<file path="src/rtl/tt_um_karthik_serial_add_ctrl.sv">
// Bit-serial 4-bit unsigned adder with start/ack handshake.
// Ports:
//   clk, rst_n    : clock, asynchronous active-low reset
//   ena           : power-good, ignored
//   ui_in[3:0]    : operand A, ui_in[7:4] operand B (sampled on capture)
//   uio_in[0]     : start request (edge-detected), uio_in[1] ack
//   uo_out        : {missed_start, done, busy, result[4:0]}
//   uio_out       : {state[1:0], bit_index[1:0], 4'b0}
//   uio_oe        : constant 8'hF0
module tt_um_karthik_serial_add_ctrl (
  input  logic [7:0] ui_in,
  output logic [7:0] uo_out,
  input  logic [7:0] uio_in,
  output logic [7:0] uio_out,
  output logic [7:0] uio_oe,
  input  logic       ena,
  input  logic       clk,
  input  logic       rst_n
);

  localparam int unsigned OP_W  = 4;
  localparam int unsigned RES_W = OP_W + 1;
  localparam int unsigned IDX_W = 2;

  typedef enum logic [1:0] {
    ST_IDLE = 2'b00,
    ST_RUN  = 2'b01,
    ST_DONE = 2'b10,
    ST_BAD  = 2'b11
  } state_t;

  state_t             state_q, state_n;
  logic               start_q;
  logic               armed_q;
  logic [OP_W-1:0]    a_sr_q, b_sr_q, psum_q;
  logic               carry_q;
  logic [IDX_W-1:0]   idx_q;
  logic [RES_W-1:0]   result_q;
  logic               busy_q, done_q, miss_q;

  logic start_edge_c, ack_c, last_c;
  logic load_c, step_c, set_miss_c, clr_miss_c;
  logic ha1_s_c, ha1_c_c, sum_c, ha2_c_c, carry_n_c;

  // Unused inputs kept referenced so they are not flagged.
  logic unused_in;
  assign unused_in = &{1'b0, ena, uio_in[7:2]};

  // armed_q masks the first edge after reset release so a held start is not an edge.
  assign start_edge_c = uio_in[0] & ~start_q & armed_q;
  assign ack_c        = uio_in[1];
  assign last_c       = (idx_q == IDX_W'(OP_W - 1));

  // Full-add cell: two cascaded half adders.
  assign ha1_s_c   = a_sr_q[0] ^ b_sr_q[0];
  assign ha1_c_c   = a_sr_q[0] & b_sr_q[0];
  assign sum_c     = ha1_s_c ^ carry_q;
  assign ha2_c_c   = ha1_s_c & carry_q;
  assign carry_n_c = ha1_c_c | ha2_c_c;

  // State register.
  always_ff @(posedge clk or negedge rst_n) begin
    if (!rst_n) state_q <= ST_IDLE;
    else        state_q <= state_n;
  end

  // Next-state logic.
  always_comb begin
    state_n = state_q;
    case (state_q)
      ST_IDLE: if (start_edge_c) state_n = ST_RUN;
      ST_RUN:  if (last_c)       state_n = ST_DONE;
      ST_DONE: if (ack_c)        state_n = ST_IDLE;
      default:                   state_n = ST_IDLE;
    endcase
  end

  // Control strobes; in DONE an ack beats a coincident start.
  always_comb begin
    load_c     = 1'b0;
    step_c     = 1'b0;
    set_miss_c = 1'b0;
    clr_miss_c = 1'b0;
    case (state_q)
      ST_IDLE: load_c = start_edge_c;
      ST_RUN: begin
        step_c     = 1'b1;
        set_miss_c = start_edge_c;
      end
      ST_DONE: begin
        clr_miss_c = ack_c;
        set_miss_c = start_edge_c & ~ack_c;
      end
      default: ;
    endcase
  end

  // Datapath and registered status.
  always_ff @(posedge clk or negedge rst_n) begin
    if (!rst_n) begin
      start_q  <= 1'b0;
      armed_q  <= 1'b0;
      a_sr_q   <= '0;
      b_sr_q   <= '0;
      psum_q   <= '0;
      carry_q  <= 1'b0;
      idx_q    <= '0;
      result_q <= '0;
      busy_q   <= 1'b0;
      done_q   <= 1'b0;
      miss_q   <= 1'b0;
    end else begin
      start_q <= uio_in[0];
      armed_q <= 1'b1;
      busy_q  <= (state_n == ST_RUN);
      done_q  <= (state_n == ST_DONE);
      if (load_c) begin
        a_sr_q  <= ui_in[OP_W-1:0];
        b_sr_q  <= ui_in[2*OP_W-1:OP_W];
        psum_q  <= '0;
        carry_q <= 1'b0;
        idx_q   <= '0;
      end else if (step_c) begin
        a_sr_q  <= {1'b0, a_sr_q[OP_W-1:1]};
        b_sr_q  <= {1'b0, b_sr_q[OP_W-1:1]};
        psum_q  <= {sum_c, psum_q[OP_W-1:1]};
        carry_q <= carry_n_c;
        idx_q   <= idx_q + IDX_W'(1);
        if (last_c) result_q <= {carry_n_c, sum_c, psum_q[OP_W-1:1]};
      end
      if (clr_miss_c)      miss_q <= 1'b0;
      else if (set_miss_c) miss_q <= 1'b1;
    end
  end

  assign uo_out  = {miss_q, done_q, busy_q, result_q};
  assign uio_out = {state_q, idx_q, 4'b0000};
  assign uio_oe  = 8'hF0;

endmodule

</file>
<file path="config.mk">
export PLATFORM = sky130hd
export DESIGN_NAME = tt_um_karthik_serial_add_ctrl
export DESIGN_NICKNAME = d
export VERILOG_FILES = /design/src/rtl/tt_um_karthik_serial_add_ctrl.sv
export SDC_FILE = /design/constraint.sdc
export NUM_CORES = 1
export LEC_CHECK = 0
export ABC_AREA = 1
export CAP_MARGIN = 30
export CORE_ASPECT_RATIO = 1.4
export CORE_MARGIN = 1.5
export CORE_UTILIZATION = 46
export CTS_CLUSTER_DIAMETER = 60
export DETAILED_ROUTE_END_ITERATION = 8
export GPL_ROUTABILITY_DRIVEN = 0
export PLACE_DENSITY = 0.79
export SYNTH_ARGS = -nofsm -noshare
export SYNTH_HDL_FRONTEND = slang
export SYNTH_SLANG_ARGS = --single-unit
</file>
<file path="constraint.sdc">
create_clock -name clk -period 1.56 [get_ports clk]
set_input_delay 0.468 -clock clk [delete_from_list [all_inputs] [get_ports clk]]
set_output_delay 0.468 -clock clk [all_outputs]
set_load 0.03 [all_outputs]
</file>
## Word-level counts from Yosys, hierarchy flattened

Index checks and enable logic that the tools add are counted.

| cells by class | value |
|---|---|
| $add $sub $neg | 1 |
| equal/unequal tests | 5 |
| muxes and demuxes | 20 |
| bitwise gates (word level) | 11 |
| reductions and logical operators | 4 |

Operator list:

| kind | count |
|---|---|
| 4-bit two-way mux | 6 |
| 2-bit two-way mux | 5 |
| 1-bit two-way mux | 7 |
| 2-bit == test, second input constant | 3 |
| 2-bit one-hot mux with 3 select lines | 1 |
| 1-bit AND | 5 |
| 2-bit by 1-bit == test with 1-bit output, second input constant | 2 |
| 2-bit nonzero test | 2 |
| 1-bit inverter | 3 |
| 3-bit AND reduction | 1 |
| 2-bit by 1-bit adder with 2-bit output, second input constant | 1 |
| 2-bit zero test | 1 |
| 1-bit one-hot mux with 2 select lines | 1 |
| 1-bit bitwise XOR | 2 |
| 1-bit bitwise OR | 1 |

| word-level totals | value |
|---|---|
| flip-flop bits (word level) | 27 |
| input port bits | 19 |
| output and inout bits | 24 |
| logic and storage cells | 53 |

## Logic depth before layout (Yosys ltp)

| logic depth | value |
|---|---|
| depth after elaboration | 7 |
| gate-level depth with buffers | 8 |
| depth with buffers taken out | 8 |

## Worst setup path after synthesis

Ideal clock, no wire load.

| timing | value |
|---|---|
| kind | register -> register |
| start | register state_q[1] |
| end | register a_sr_q[1] |
| setup time | 119 ps |
| arrival time | 1338 ps |
| data required time | 1441 ps |
| setup slack | 104 ps |
| stages on the path, launching flop included | 7 |
| path buffers | 1 |
| path through | dfrtp_1 -> inv_1 -> ha_1 -> nand4_4 -> buf_6 -> o21ai_1 -> nand2_1 |

| on the way | value |
|---|---|
| longest elaborated chain between the ends | 3 |

RTL lines:

| item | RTL line | source |
|---|---|---|
| from (decl) | 32 | `state_t state_q, state_n;` |
| from (signal assigned) | 64 | `else state_q <= state_n;` |
| 2-bit by 1-bit == test with 1-bit output or 2-bit zero test (tied branches) | 84 | `case (state_q)` |
| 1-bit two-way mux | 84 |  |
| 2-bit nonzero test (no source line) or 4-bit two-way mux (tied branches) | - |  |
| to (signal assigned) | 118 | `a_sr_q <= ui_in[OP_W-1:0];` |
| to (signal assigned) | 124 | `a_sr_q <= {1'b0, a_sr_q[OP_W-1:1]};` |
| to (decl) | 35 | `logic [OP_W-1:0] a_sr_q, b_sr_q, psum_q;` |

Parallel ways exist; a longest one is shown, timed or not.
A chain may end at the register's enable or synchronous reset.

## Worst setup path after layout

| timing | value |
|---|---|
| start | register idx_q[1] |
| end | output uio_out[5] |

RTL lines:

| item | RTL line | source |
|---|---|---|
| from (decl) | 37 | `logic [IDX_W-1:0] idx_q;` |
| from (signal assigned) | 128 | `idx_q <= idx_q + IDX_W'(1);` |
| to (decl) | 14 | `output logic [7:0] uio_out,` |

No word-level cell between the ends.

==> impl_metrics.env <==
export IMPL_status="complete, no violations"
export IMPL_slowest_stage="dfrtp_1"
export IMPL_initial_core_util=0.488
export IMPL_yosysWarnings=0
export IMPL_die_area_mm2=0.00343
export IMPL_fin_area_mm2=0.00172
export IMPL_die_h_um=68.7
export IMPL_power_leakage_nw=1.01
export IMPL_synth_top_area_share=0.459
export IMPL_filler_cell_count=270
export IMPL_antenna_cells=0
export IMPL_clk_pin_slew_ps=80
export IMPL_cts_root_buf="clkbuf_8"
export IMPL_synth_seq_cells=26
export IMPL_netlist_top_cells_area="dfrtp_1 46%, nand2_1 16%, buf_4 8.5%"
export IMPL_die_w_um=49.9
export IMPL_insertion_delay_ps=270
export IMPL_rsz0062_at_grt="true"
export IMPL_synth_cells=169
export IMPL_power_internal_w=0.00167
export IMPL_cts_sinks=26
export IMPL_critical_path_required_ps=1090
export IMPL_synth_top_cell_by_area="dfrtp_1"
export IMPL_synth_avg_cell_area_um2=8.40
export IMPL_seq_power_share=0.364
export IMPL_final_max_slew_viol_count=0
export IMPL_switching_share=0.426
export IMPL_worst_path_stages=1
export IMPL_cp_max_fo=3
export IMPL_powerDensity_mw_per_mm2=1700
export IMPL_timing_fmax_mhz=669
export IMPL_yosysSeqAreaShare=0.459
export IMPL_core_mm2=0.00291
export IMPL_routedWlPerCell_um=9.39
export IMPL_synth_cell_type_count=20
export IMPL_ir_drop_uv=946
export IMPL_htreeDepth=1
export IMPL_io_buffers=23
export IMPL_worstSetupEndpointType="output port"
export IMPL_drt_iter0_drc=26
export IMPL_worst_ep_arrival_time_ps=1030
export IMPL_grt_pass1_vias=977
export IMPL_maxCapViolations=0
export IMPL_grt_first_pass_wirelength_um=3870
export IMPL_cts_hold_fix_buffers=0
export IMPL_worstPathCellList="clkdlybuf4s15_1"
export IMPL_area_growth_pct=20.9
export IMPL_tritoncts="yes"
export IMPL_ant_nets=0
export IMPL_drive_gt1_frac=0.167
export IMPL_boundaryPins=43
export IMPL_drc=0
export IMPL_drtPass1Iterations=4
export IMPL_dpl_hpwl_um=1660
export IMPL_clk_path_buf_depth=2
export IMPL_power_frac_comb=0.488
export IMPL_grt_max_degree=27
export IMPL_num_rows=23
export IMPL_post_route_min_period_ps=1500
export IMPL_critPathBufInv=1
export IMPL_drt_total_wl_um=2210
export IMPL_min_period_over_period=0.959
export IMPL_p_clk_frac=0.149
export IMPL_crit_type="reg2out"
export IMPL_antenna_found_initial=0
export IMPL_nets=224
export IMPL_hold_path_depth=2
export IMPL_final_setup_skew_ps=2.64
export IMPL_vias=1046
export IMPL_vias_per_cell=4.45
export IMPL_start_kind="flip-flop"
export IMPL_ff2ff_path_depth=7
export IMPL_min_path_type="reg2reg"
export IMPL_post_layout_total_power_w=0.00291
export IMPL_post_dp_cell_area_mm2=0.00167
export IMPL_grt_use_total=0.152
export IMPL_setup_violations=0
export IMPL_cp_top_family="flip-flops"
export IMPL_max_stage_delay_ps=380
export IMPL_overflow=0
export IMPL_hold_viol=0
export IMPL_synth_cell_area_mm2=0.00142
export IMPL_power_switching_w=0.00124
export IMPL_cts_buffers=3
==> per-stage QoR <==
stage	hold WS, ps	cells	setup WS (ps)	utilization	setup TNS, ps
final	473	235	64.2	0.590	0
after global routing	498	235	-4.59	0.590	-4.59
after CTS	481	235	31.4	0.589	0
after detailed placement	459	231	-149	0.574	-1920
after global placement	455	231	-119	0.574	-1480
after floorplan	172	180	104	-	0
==> flip-flops by register name, indices dropped and copies added (netlist names) <==
signal / cells
psum_q: 3
start_q: 1
carry_q: 1
busy_q: 1
a_sr_q: 4
idx_q: 2
state_q: 2
result_q: 5
done_q: 1
b_sr_q: 4
miss_q: 1
armed_q: 1
==> metal layers <==
layer  global-route usage  share of wire  up-vias
met3               0.0129          0.034        7
met4                0.104          0.030        0
met2                0.298           0.53       32
li1                     -              -      535
met5                    0              0        -
met1                0.150           0.40      472
==> power groups by stage <==
stage / sequential, W / clock [W] / combinational, W
global placement: 0.00107 / 0 / 0.00143
floorplan: 0.00122 / 0 / 0.000915
CTS: 0.00106 / 0.000445 / 0.00143
global route: 0.00109 / 0.000474 / 0.00160
finish: 0.00106 / 0.000433 / 0.00142
detailed placement: 0.00107 / 0 / 0.00147
==> cell families after synthesis <==
kind of cell,share of synthesized area
flip-flops,0.459
adder cells (fa/ha/maj),0.0582
AO/OA/AOI/OAI,0.0741
AND/OR/NAND/NOR,0.226
other,0.00529
XOR/XNOR,0.00617
buffers and inverters,0.172
==> repair_timing <==
action,4_1_cts,5_1_grt
endpoints found under the hold margin,0,0
gates resized for setup,10,3
endpoints found under the setup margin,10,14
buffers inserted,0,0
==> final timing paths <==
kind                       slack, ps                 endpoint                    start
setup / recovery                  60               uio_out[5]     idx_q[1]$_DFFE_PN0P_
max in group asynchronous        870     state_q[1]$_DFF_PN0_                    rst_n
min in group asynchronous        540       miss_q$_DFFE_PN0P_                    rst_n
setup reg to reg                  90  result_q[0]$_DFFE_PN0P_     state_q[1]$_DFF_PN0_
hold / removal                   470  result_q[2]$_DFFE_PN0P_  result_q[2]$_DFFE_PN0P_
hold reg to reg                  470  result_q[2]$_DFFE_PN0P_  result_q[2]$_DFFE_PN0P_
==> Yosys cell counts, drive strengths merged <==
cell type  number
a21oi           1
buf            18
conb            2
dfrtp          26
fa              1
ha              5
inv            27
nand2          64
nand3           4
nand4           1
nor2            5
o21ai          14
xor2            1
==> cell type report <==
type / instances / area [um2] / area share
Tap cell: 37 / 46.3 / 0.0270
Inverter: 27 / 101 / 0.0591
Sequential cell: 26 / 651 / 0.379
Clock buffer: 4 / 55.1 / 0.0321
Timing Repair Buffer: 32 / 294 / 0.171
Multi-Input combinational cell: 109 / 568 / 0.331
==> placed cells by master (no fill, tap or decap), types with 2 or more instances in the layout <==
cell	instances
buf_4	10
clkbuf_8	4
clkdlybuf4s50_1	11
conb_1	13
dfrtp_1	26
dlygate4sd2_1	9
ha_1	4
inv_1	25
inv_2	2
nand2_1	60
nand2_2	3
nand3_1	4
nor2_1	3
nor2_2	2
o21ai_0	4
o21ai_1	2
o21ai_2	8
==> tightest hold or removal path: stages (launching register included) <==
cell and delay [ps]:
dfrtp_1 350, nand2_1 50, nand2_1 50
Note: power is estimated with default switching activity, not from simulation.
